==> src/rtl/alu_ctrl_pkg.sv <==
// Shared definitions for the alu_ctrl sequencer: ALU opcodes, FSM state
// encoding and instruction field positions.
package alu_ctrl_pkg;

  localparam logic [2:0] OP_ADD = 3'b000;
  localparam logic [2:0] OP_SUB = 3'b001;
  localparam logic [2:0] OP_AND = 3'b010;
  localparam logic [2:0] OP_OR  = 3'b011;
  localparam logic [2:0] OP_SLT = 3'b100;
  localparam logic [2:0] OP_LDI = 3'b101;
  localparam logic [2:0] OP_NOP = 3'b110;
  localparam logic [2:0] OP_ILL = 3'b111;

  // Instruction layout: [15:13] op, [12:11] rd, [10:9] rs, [8:7] rt, [7:0] imm
  localparam int OP_LSB  = 13;
  localparam int RD_LSB  = 11;
  localparam int RS_LSB  = 9;
  localparam int RT_LSB  = 7;
  localparam int IMM_LSB = 0;
  localparam int IMM_W   = 8;

  typedef enum logic [1:0] {
    IDLE   = 2'd0,
    DECODE = 2'd1,
    EXEC   = 2'd2,
    WB     = 2'd3
  } state_t;

  function automatic logic is_alu_op(input logic [2:0] op);
    case (op)
      OP_ADD, OP_SUB, OP_AND, OP_OR, OP_SLT: return 1'b1;
      default:                               return 1'b0;
    endcase
  endfunction

  // Ops that retire a value into rd (NOP and illegal do not).
  function automatic logic writes_rd(input logic [2:0] op);
    case (op)
      OP_ADD, OP_SUB, OP_AND, OP_OR, OP_SLT, OP_LDI: return 1'b1;
      OP_NOP, OP_ILL:                                return 1'b0;
      default:                                       return 1'b0;
    endcase
  endfunction

endpackage

==> src/rtl/alu_ctrl_regfile.sv <==
// 4-entry register file: two combinational operand reads, one debug read,
// one synchronous write; r0 is hardwired to zero when R0_ZERO is set.
module alu_ctrl_regfile #(
  parameter int DATA_W  = 8,
  parameter bit R0_ZERO = 1'b1
) (
  input  logic              clk,
  input  logic              rst_n,
  input  logic              we,
  input  logic [1:0]        waddr,
  input  logic [DATA_W-1:0] wdata,
  input  logic [1:0]        raddr_a,
  output logic [DATA_W-1:0] rdata_a,
  input  logic [1:0]        raddr_b,
  output logic [DATA_W-1:0] rdata_b,
  input  logic [1:0]        dbg_addr,
  output logic [DATA_W-1:0] dbg_data
);

  logic [DATA_W-1:0] regs_r [4];
  logic              wr_en_s;

  assign wr_en_s = we && !(R0_ZERO && (waddr == 2'd0));

  // register storage with synchronous clear
  always_ff @(posedge clk) begin
    if (!rst_n) begin
      for (int i = 0; i < 4; i++) begin
        regs_r[i] <= {DATA_W{1'b0}};
      end
    end else if (wr_en_s) begin
      regs_r[waddr] <= wdata;
    end
  end

  assign rdata_a  = (R0_ZERO && (raddr_a == 2'd0))  ? {DATA_W{1'b0}} : regs_r[raddr_a];
  assign rdata_b  = (R0_ZERO && (raddr_b == 2'd0))  ? {DATA_W{1'b0}} : regs_r[raddr_b];
  assign dbg_data = (R0_ZERO && (dbg_addr == 2'd0)) ? {DATA_W{1'b0}} : regs_r[dbg_addr];

endmodule

==> src/rtl/alu_ctrl.sv <==
// Issue/control sequencer for an external combinational ALU. Optional
// result flags (flag_z, flag_n) are built when ALU_CTRL_FLAGS_EN is defined.
module alu_ctrl
  import alu_ctrl_pkg::*;
#(
  parameter int DATA_W  = 8,
  parameter bit R0_ZERO = 1'b1
) (
  input  logic              clk,
  input  logic              rst_n,
  input  logic              instr_valid,
  output logic              instr_ready,
  input  logic [15:0]       instr,
  output logic [2:0]        alu_op,
  output logic [DATA_W-1:0] alu_in_b,
  output logic [DATA_W-1:0] alu_in_c,
  input  logic [DATA_W-1:0] alu_result,
  output logic              done,
  output logic              err_illegal,
  input  logic [1:0]        dbg_addr,
`ifdef ALU_CTRL_FLAGS_EN
  output logic [DATA_W-1:0] dbg_data,
  output logic              flag_z,
  output logic              flag_n
`else
  output logic [DATA_W-1:0] dbg_data
`endif
);

  state_t            state_r;
  state_t            state_s;
  logic [15:0]       instr_r;
  logic [DATA_W-1:0] result_r;

  logic [2:0]        op_s;
  logic [1:0]        rd_s;
  logic [1:0]        rs_s;
  logic [1:0]        rt_s;
  logic [DATA_W-1:0] imm_s;
  logic [DATA_W-1:0] rs_data_s;
  logic [DATA_W-1:0] rt_data_s;
  logic              wb_we_s;
  logic [DATA_W-1:0] wb_data_s;

  assign op_s  = instr_r[OP_LSB +: 3];
  assign rd_s  = instr_r[RD_LSB +: 2];
  assign rs_s  = instr_r[RS_LSB +: 2];
  assign rt_s  = instr_r[RT_LSB +: 2];
  assign imm_s = DATA_W'(instr_r[IMM_LSB +: IMM_W]);

  assign instr_ready = (state_r == IDLE);
  assign wb_we_s     = (state_r == WB) && writes_rd(op_s);
  assign wb_data_s   = (op_s == OP_LDI) ? imm_s : result_r;

  alu_ctrl_regfile #(
    .DATA_W  (DATA_W),
    .R0_ZERO (R0_ZERO)
  ) u_regfile (
    .clk      (clk),
    .rst_n    (rst_n),
    .we       (wb_we_s),
    .waddr    (rd_s),
    .wdata    (wb_data_s),
    .raddr_a  (rs_s),
    .rdata_a  (rs_data_s),
    .raddr_b  (rt_s),
    .rdata_b  (rt_data_s),
    .dbg_addr (dbg_addr),
    .dbg_data (dbg_data)
  );

  // FSM state register
  always_ff @(posedge clk) begin
    if (!rst_n) begin
      state_r <= IDLE;
    end else begin
      state_r <= state_s;
    end
  end

  // FSM next-state: one instruction in flight, fixed four-cycle loop
  always_comb begin
    state_s = state_r;
    case (state_r)
      IDLE: begin
        if (instr_valid) begin
          state_s = DECODE;
        end else begin
          state_s = IDLE;
        end
      end
      DECODE:  state_s = EXEC;
      EXEC:    state_s = WB;
      WB:      state_s = IDLE;
      default: state_s = IDLE;
    endcase
  end

  // Datapath registers: instruction latch, ALU drive, result capture, status
  always_ff @(posedge clk) begin
    if (!rst_n) begin
      instr_r     <= 16'h0000;
      alu_op      <= 3'b000;
      alu_in_b    <= {DATA_W{1'b0}};
      alu_in_c    <= {DATA_W{1'b0}};
      result_r    <= {DATA_W{1'b0}};
      done        <= 1'b0;
      err_illegal <= 1'b0;
    end else begin
      // done is high exactly during the WB cycle
      done <= (state_r == EXEC);
      case (state_r)
        IDLE: begin
          if (instr_valid) begin
            instr_r <= instr;
          end
        end
        DECODE: begin
          // Non-ALU ops park alu_op at 000 and leave the operands untouched
          if (is_alu_op(op_s)) begin
            alu_op   <= op_s;
            alu_in_b <= rs_data_s;
            alu_in_c <= rt_data_s;
          end else begin
            alu_op <= OP_ADD;
          end
        end
        EXEC: begin
          result_r <= alu_result;
        end
        WB: begin
          if (op_s == OP_ILL) begin
            err_illegal <= 1'b1;
          end
        end
        default: begin
          done <= 1'b0;
        end
      endcase
    end
  end

`ifdef ALU_CTRL_FLAGS_EN
  // Result flags follow every value retired into rd (even a dropped r0 write)
  always_ff @(posedge clk) begin
    if (!rst_n) begin
      flag_z <= 1'b0;
      flag_n <= 1'b0;
    end else if (wb_we_s) begin
      flag_z <= (wb_data_s == {DATA_W{1'b0}});
      flag_n <= wb_data_s[DATA_W-1];
    end
  end
`endif

endmodule

==> config.mk <==
export PLATFORM = sky130hd
export DESIGN_NAME = alu_ctrl
export DESIGN_NICKNAME = d
export VERILOG_FILES = /design/src/rtl/alu_ctrl_pkg.sv /design/src/rtl/alu_ctrl_regfile.sv /design/src/rtl/alu_ctrl.sv
export SDC_FILE = /design/constraint.sdc
export NUM_CORES = 1
export LEC_CHECK = 0
export ABC_CLOCK_PERIOD_IN_PS = 5350
export CAP_MARGIN = 20
export CORE_UTILIZATION = 42
export DETAILED_ROUTE_END_ITERATION = 10
export PLACE_DENSITY_LB_ADDON = 0.25
export SETUP_SLACK_MARGIN = 0.3
export SYNTH_ARGS = -nofsm -noshare
export SYNTH_HDL_FRONTEND = slang
export SYNTH_SLANG_ARGS = --single-unit
==> constraint.sdc <==
create_clock -name clk -period 5.35 [get_ports clk]
set_clock_uncertainty 0.1 [all_clocks]
set_input_delay 1.07 -clock clk [delete_from_list [all_inputs] [get_ports clk]]
set_output_delay 1.07 -clock clk [all_outputs]
set_load 0.05 [all_outputs]
# --- Word-level counts from Yosys, hierarchy flattened ---
# Memory sizes are Yosys's and may differ from the RTL's. A register that Yosys moved wholly into a read port is not among the register bits.
# Cells that the tools add are included.
totals:
  output_inout_bits: 30
  input_bits: 29
  register_bits: 47
  mem_bits_rw: 32
  memories: 2
  latchBits: 0
  elab_cells: 56
  mem_bits_ro: 8
classes:
  order_cmp: 0
  div_mod_pow: 0
  reduce_logical: 14
  bitwise_logic: 0
  n_eq_ne: 9
  n_mux: 23
  n_mul: 0
  addsub: 0
  n_shift: 0
mem_list:
  columns: ["name", "depth", "word_bits", "rd", "rd_ports_with_merged_regs", "wr", "line", "rtl"]
  rows:
  - ["u_regfile.regs_r", 4, 8, 3, 2, 4, "alu_ctrl_regfile.sv:20", "logic [DATA_W-1:0] regs_r [4];"]
  - ["(name not given)", 8, 1, 1, 1, 0, "alu_ctrl_pkg.sv:38", "case (op)"]
op_table:
  columns: ["cell", "n"]
  rows:
  - ["two-way mux 8 bit", 5]
  - ["logical NOT 2 bit", 5]
  - ["two-way mux 2 bit", 5]
  - ["== test 3 bit (second input constant)", 3]
  - ["two-way mux 1 bit", 9]
  - ["two-way mux 3 bit", 3]
  - ["case mux 2 bit (4 select lines)", 1]
  - ["OR reduction 8 bit", 1]
  - ["== test 3 x 2 -> 1 bit (second input constant)", 2]
  - ["AND reduction 2 bit", 3]
  - ["OR reduction 5 bit", 1]
  - ["== test 2 bit (second input constant)", 2]
  - ["== test 3 x 1 -> 1 bit (second input constant)", 1]
  - ["logical NOT 3 bit", 1]
  - ["== test 2 x 1 -> 1 bit (second input constant)", 1]
  - ["logical AND 1 bit", 2]
  - ["logical NOT 1 bit", 1]

# --- Depth between registers and ports, before layout ---
depth:
  ltp_word: 8
  ltp_mapped: 7
  depth_no_buf: 5

# --- Modules after synthesis ---
# A second synthesis with hierarchy kept.
unflattened:
  cells_unflattened: 342
  hier_area_um2: 3487.1
by_module_without_submodules:
  columns: ["module", "n_inst", "seq_area_each_um2", "area_per_inst_um2", "cells_each"]
  rows:
  - ["alu_ctrl", 1, 960.9, 1999.4, 212]
  - ["alu_ctrl_regfile", 1, 720.7, 1487.7, 130]

# --- Least setup slack after synthesis ---
# No wires, ideal clock.
synth_path:
  kind: "input to output"
  from: "input port dbg_addr[1]"
  to: "output port dbg_data[6]"
  required_ns: 4.180
  cell_stages: 3
  setup_slack_ns: 2.198
  path_buffers: 1
  arrival_time_ns: 1.982
  cell_sequence: "buf_2 > mux2_2 > a22o_1"
synth_via:
  elab_chain_len: 2
  elab_cells_between_ends: 3
  classes_between: "1 x mux; 1 x reduce/logical; 1 x memory"
synth_lines:
  columns: ["element", "line", "rtl"]
  rows:
  - ["start, declared", "alu_ctrl.sv:20", "input logic [1:0] dbg_addr,"]
  - ["memory (4 x 8 bit) / logical NOT 2 bit (equally long branches)", null, null]
  - ["two-way mux 8 bit (*)", "alu_ctrl_regfile.sv:38", "assign dbg_data = (R0_ZERO && (dbg_addr == 2'd0)) ? {DATA_W{1'b0}} : regs_r[dbg_addr];"]
  - ["end, declared", "alu_ctrl.sv:26", "output logic [DATA_W-1:0] dbg_data"]
# Mark *: on every way between the ends. The rest lies on a longest branch, timed or not.

# --- Worst setup path in the final report ---
layout_path:
  from: "input port dbg_addr[0]"
  to: "output port dbg_data[1]"
# Same word-level chain as after synthesis.

==> results by group <==
Global route
  • Final global-route overflow total: 0
  • Global-route wire length before repair: roughly 12000 microns
  • Global-route layer with the greatest usage: met2
  • Met1 capacity usage during global routing: 23.4%
  • Antenna violations before repair: 0
  • Routing usage on met3: 2.99%
  • Number of global-route vias before repair: about 2.3k
  • Tot GR Track Use: around 17%
  • Met2 Usage GRT: 27.4%
  • Pin count of the biggest net entering global routing: 25

CTS
  • H-Tree Level Count: 3
  • TritonCTS clock tree: yes
  • Root Buffer: clkbuf_8
  • Post-CTS Hold Fix Bufs: 0
  • Maximum clock insertion buffer count: 2
  • Clock transition time at the flip-flop clock pins of the worst setup and hold paths: ~0.080 ns
  • Sink count of the clock tree: 84
  • Post CTS Setup Buffer Count: 0
  • Worst-skew pair later-pin latency: about 0.34 ns
  • Number of gates resized after CTS: 0
  • Number of buffers added by the clock tree synthesis step: 9

Synth
  • Ys Warns: 0
  • Sequential cell area fraction in the yosys report: between 50% and 60%
  • Cell area after synthesis: 3560 sq um
  • Gate count of the mapped netlist: 295
  • Library cells used by synthesis: 31
  • Post-Syn Area per Cell: between 10 and 15 sq um
  • #FFs+latches synth: between 80 and 90

Final layout
  • Final standard cell utilization of the core: between 50% and 60%
  • Layout cells sized above 1: between 10% and 20%
  • NumNets Final: 387
  • Leading cell type in the layout, fill and taps excluded: clkdlybuf4s50_1
  • Antenna diode count: 0
  • Most frequent cells in the layout: 58 x clkdlybuf4s50_1, 52 x dfxtp_1, 38 x nor2_1
  • Fill cell instance count of the final layout: between 700 and 800
  • Synth-to-Final Area Change: 23.0%

Setup path
  • CP Data Arrival Time: roughly 3.3 ns
  • Endpoint type of the worst setup path: primary output
  • Required @ worst endpoint: 4.18 ns
  • Reg2Reg Depth: 4
  • Sort of element at the start of the critical path: input pin
  • Highest net fanout along the worst path: 9
  • Worst setup path class: input pin to primary output

STA
  • Peak Freq: approximately 0.22 GHz
  • Setup violators final: 0
  • Post-layout min period: between 4 and 5 ns
  • Max-slew violation count: 0
  • Setup total negative slack: 0 ns
  • Relative slew slack: approximately 50%
  • Final hold violation count: 0
  • Least-Margin Pin Slew: ~0.75 ns
  • Tcrit/Tclk final: between 80% and 90%
  • RSZ-0062 raised after global routing: false

Pwr
  • Part of the total power dissipated in the clock network: a little under a third
  • Sequential fraction of design power: 54.7%
  • Net Sw Frac: a little over a quarter
  • Worst ir drop on vdd: about 0.18 mV
  • Net switching power: 360 uW
  • Total power divided by cell area: around 300 nW/um^2
  • Internal power consumption: 972 uW
  • Combinational cell fraction of total power: 14.7%
  • Total leakage power: around 0.0016 uW

Floorplanning
  • I/O pin cnt: a little under 60
  • Y dimension of the die: 94.0 microns
  • CORE AREA: a little over 8000 sq um
  • Horizontal die dimension: approximately 94 microns
  • Number of cell rows: 33
  • Area of the die: about 8800 sq um
  • Effective utilization at floorplan: a little over two fifths

Drt
  • Iteration-0 DRC Markers: between 100 and 150
  • Final routed wirelength across all metal layers: approximately 7000 microns
  • Residual DRC: 0
  • Vias per inst: 5.08
  • Count of vias placed by the detailed router: between 2k and 2.5k
  • Residual antenna-violating net count after detailed routing: 0
  • Post-detailed-route wirelength per cell: ~15 microns
  • DR pass1 iterations: 4

Job
  • Max-cap violation count: 0

Place
  • Dpl hpwl: roughly 5300 microns
  • IO Port Bufs: 58
  • Final Wtd Congestion: around 0.78

Outcome
  • Run status: completed

Worst hold path
  • Class of the most critical hold timing path: flop to flop
  • Worst hold path depth: 2
-- synth_stat cells --
master | count | area share [%]
nand4_1 | 1 | 0.18
a22o_1 | 24 | 5.9
nor2b_1 | 2 | 0.35
buf_2 | 8 | 1.1
ha_1 | 5 | 1.8
buf_4 | 1 | 0.21
edfxtp_1 | 32 | 27
buf_1 | 5 | 0.53
clkbuf_1 | 3 | 0.32
buf_6 | 3 | 0.95
and2_1 | 3 | 0.53
mux4_2 | 16 | 10
nand3_1 | 2 | 0.28
nand2_1 | 36 | 3.8
nand3b_1 | 5 | 1.1
a21oi_2 | 1 | 0.25
a31oi_1 | 1 | 0.18
a21o_1 | 1 | 0.21
dfxtp_1 | 52 | 29
nor2_1 | 38 | 4.0
o21ai_1 | 2 | 0.28
mux2_2 | 8 | 2.5
conb_1 | 1 | 0.11
and3_1 | 1 | 0.18
o211ai_1 | 2 | 0.42
o21a_1 | 1 | 0.21
inv_1 | 3 | 0.32
nand2b_1 | 2 | 0.35
a41oi_1 | 1 | 0.25
mux2i_1 | 17 | 4.8
a21oi_1 | 18 | 2.5
-- layer usage --
metal  vias up  part of all wire (%)
met5         -                     0
met4         0                   1.4
met3        11                   4.6
met2        70                    46
met1      1096                    48
li1       1174                     -
-- sequential cells by signal, summed over array words and instances, names as in the netlist, named ones only --
| signal | flops |
|---|---|
| err_illegal | 1 |
| alu_op | 3 |
| alu_in_c | 8 |
| result_r | 8 |
| done | 1 |
| instr_r | 16 |
| state_r | 2 |
| u_regfile.regs_r | 32 |
| alu_in_b | 8 |
-- path summary, 6_finish.rpt --
kind | from | endpoint | slack (ns)
worst min register to register | instr_r[1] | instr_r[1] | 0.36
worst max-delay path | dbg_addr[0] | dbg_data[1] | 0.89
worst max register to register | state_r[1] | u_regfile.regs_r[1][1] | 3.48
worst min-delay path | instr_r[1] | instr_r[1] | 0.36
-- layout make-up --
type	count	area [sq um]	area share [%]
multi-input cells	195	1460	33.3
clock buffers	11	141	3.23
inverters	3	11.3	0.257
repair buffers	60	596	13.6
flip-flops and latches	84	2000	45.8
clock inverters	5	35.0	0.801
well taps	105	131	3.00
-- worst max-delay path: stages --
cell	delay [ns]
clkdlybuf4s50_1	0.59
nor2b_1	0.58
a22o_1	0.26
clkdlybuf4s50_1	0.79
-- power by group through the flow --
stage / combinational, uW / sequential, uW / clock (uW)
4_1_cts: 197 / 728 / 417
2_1_floorplan: 136 / 741 / 0
3_5_place_dp: 197 / 743 / 0
6_report: 196 / 728 / 407
5_1_grt: 212 / 733 / 443
3_3_place_gp: 193 / 742 / 0
-- through the flow --
| step | hold WS (ns) | instances | worst slack [ns] | power [uW] | area [sq um] |
|---|---|---|---|---|---|
| after global placement | 0.344 | 447 | 0.934 | 935 | 4200 |
| after floorplan | 0.336 | 302 | 2.20 | 877 | 3580 |
| after detailed placement | 0.348 | 447 | 0.891 | 939 | 4200 |
| final | 0.360 | 463 | 0.887 | 1330 | 4380 |
| after CTS | 0.360 | 463 | 0.887 | 1340 | 4380 |
| after global routing | 0.387 | 463 | 0.771 | 1390 | 4380 |
-- cells by family (layout without fill, tap and decap cells) --
group	after synthesis	count (layout)	synth area share, %
buffers and inverters	23	79	3.45
AOI/OAI and AO/OA	51	51	10.2
adders and majority gates	5	5	1.76
DFF	84	84	56.3
and+or+nand+nor	90	90	10.7
muxes	41	41	17.4
other	1	8	0.105
(Power assumes the default switching activity.)
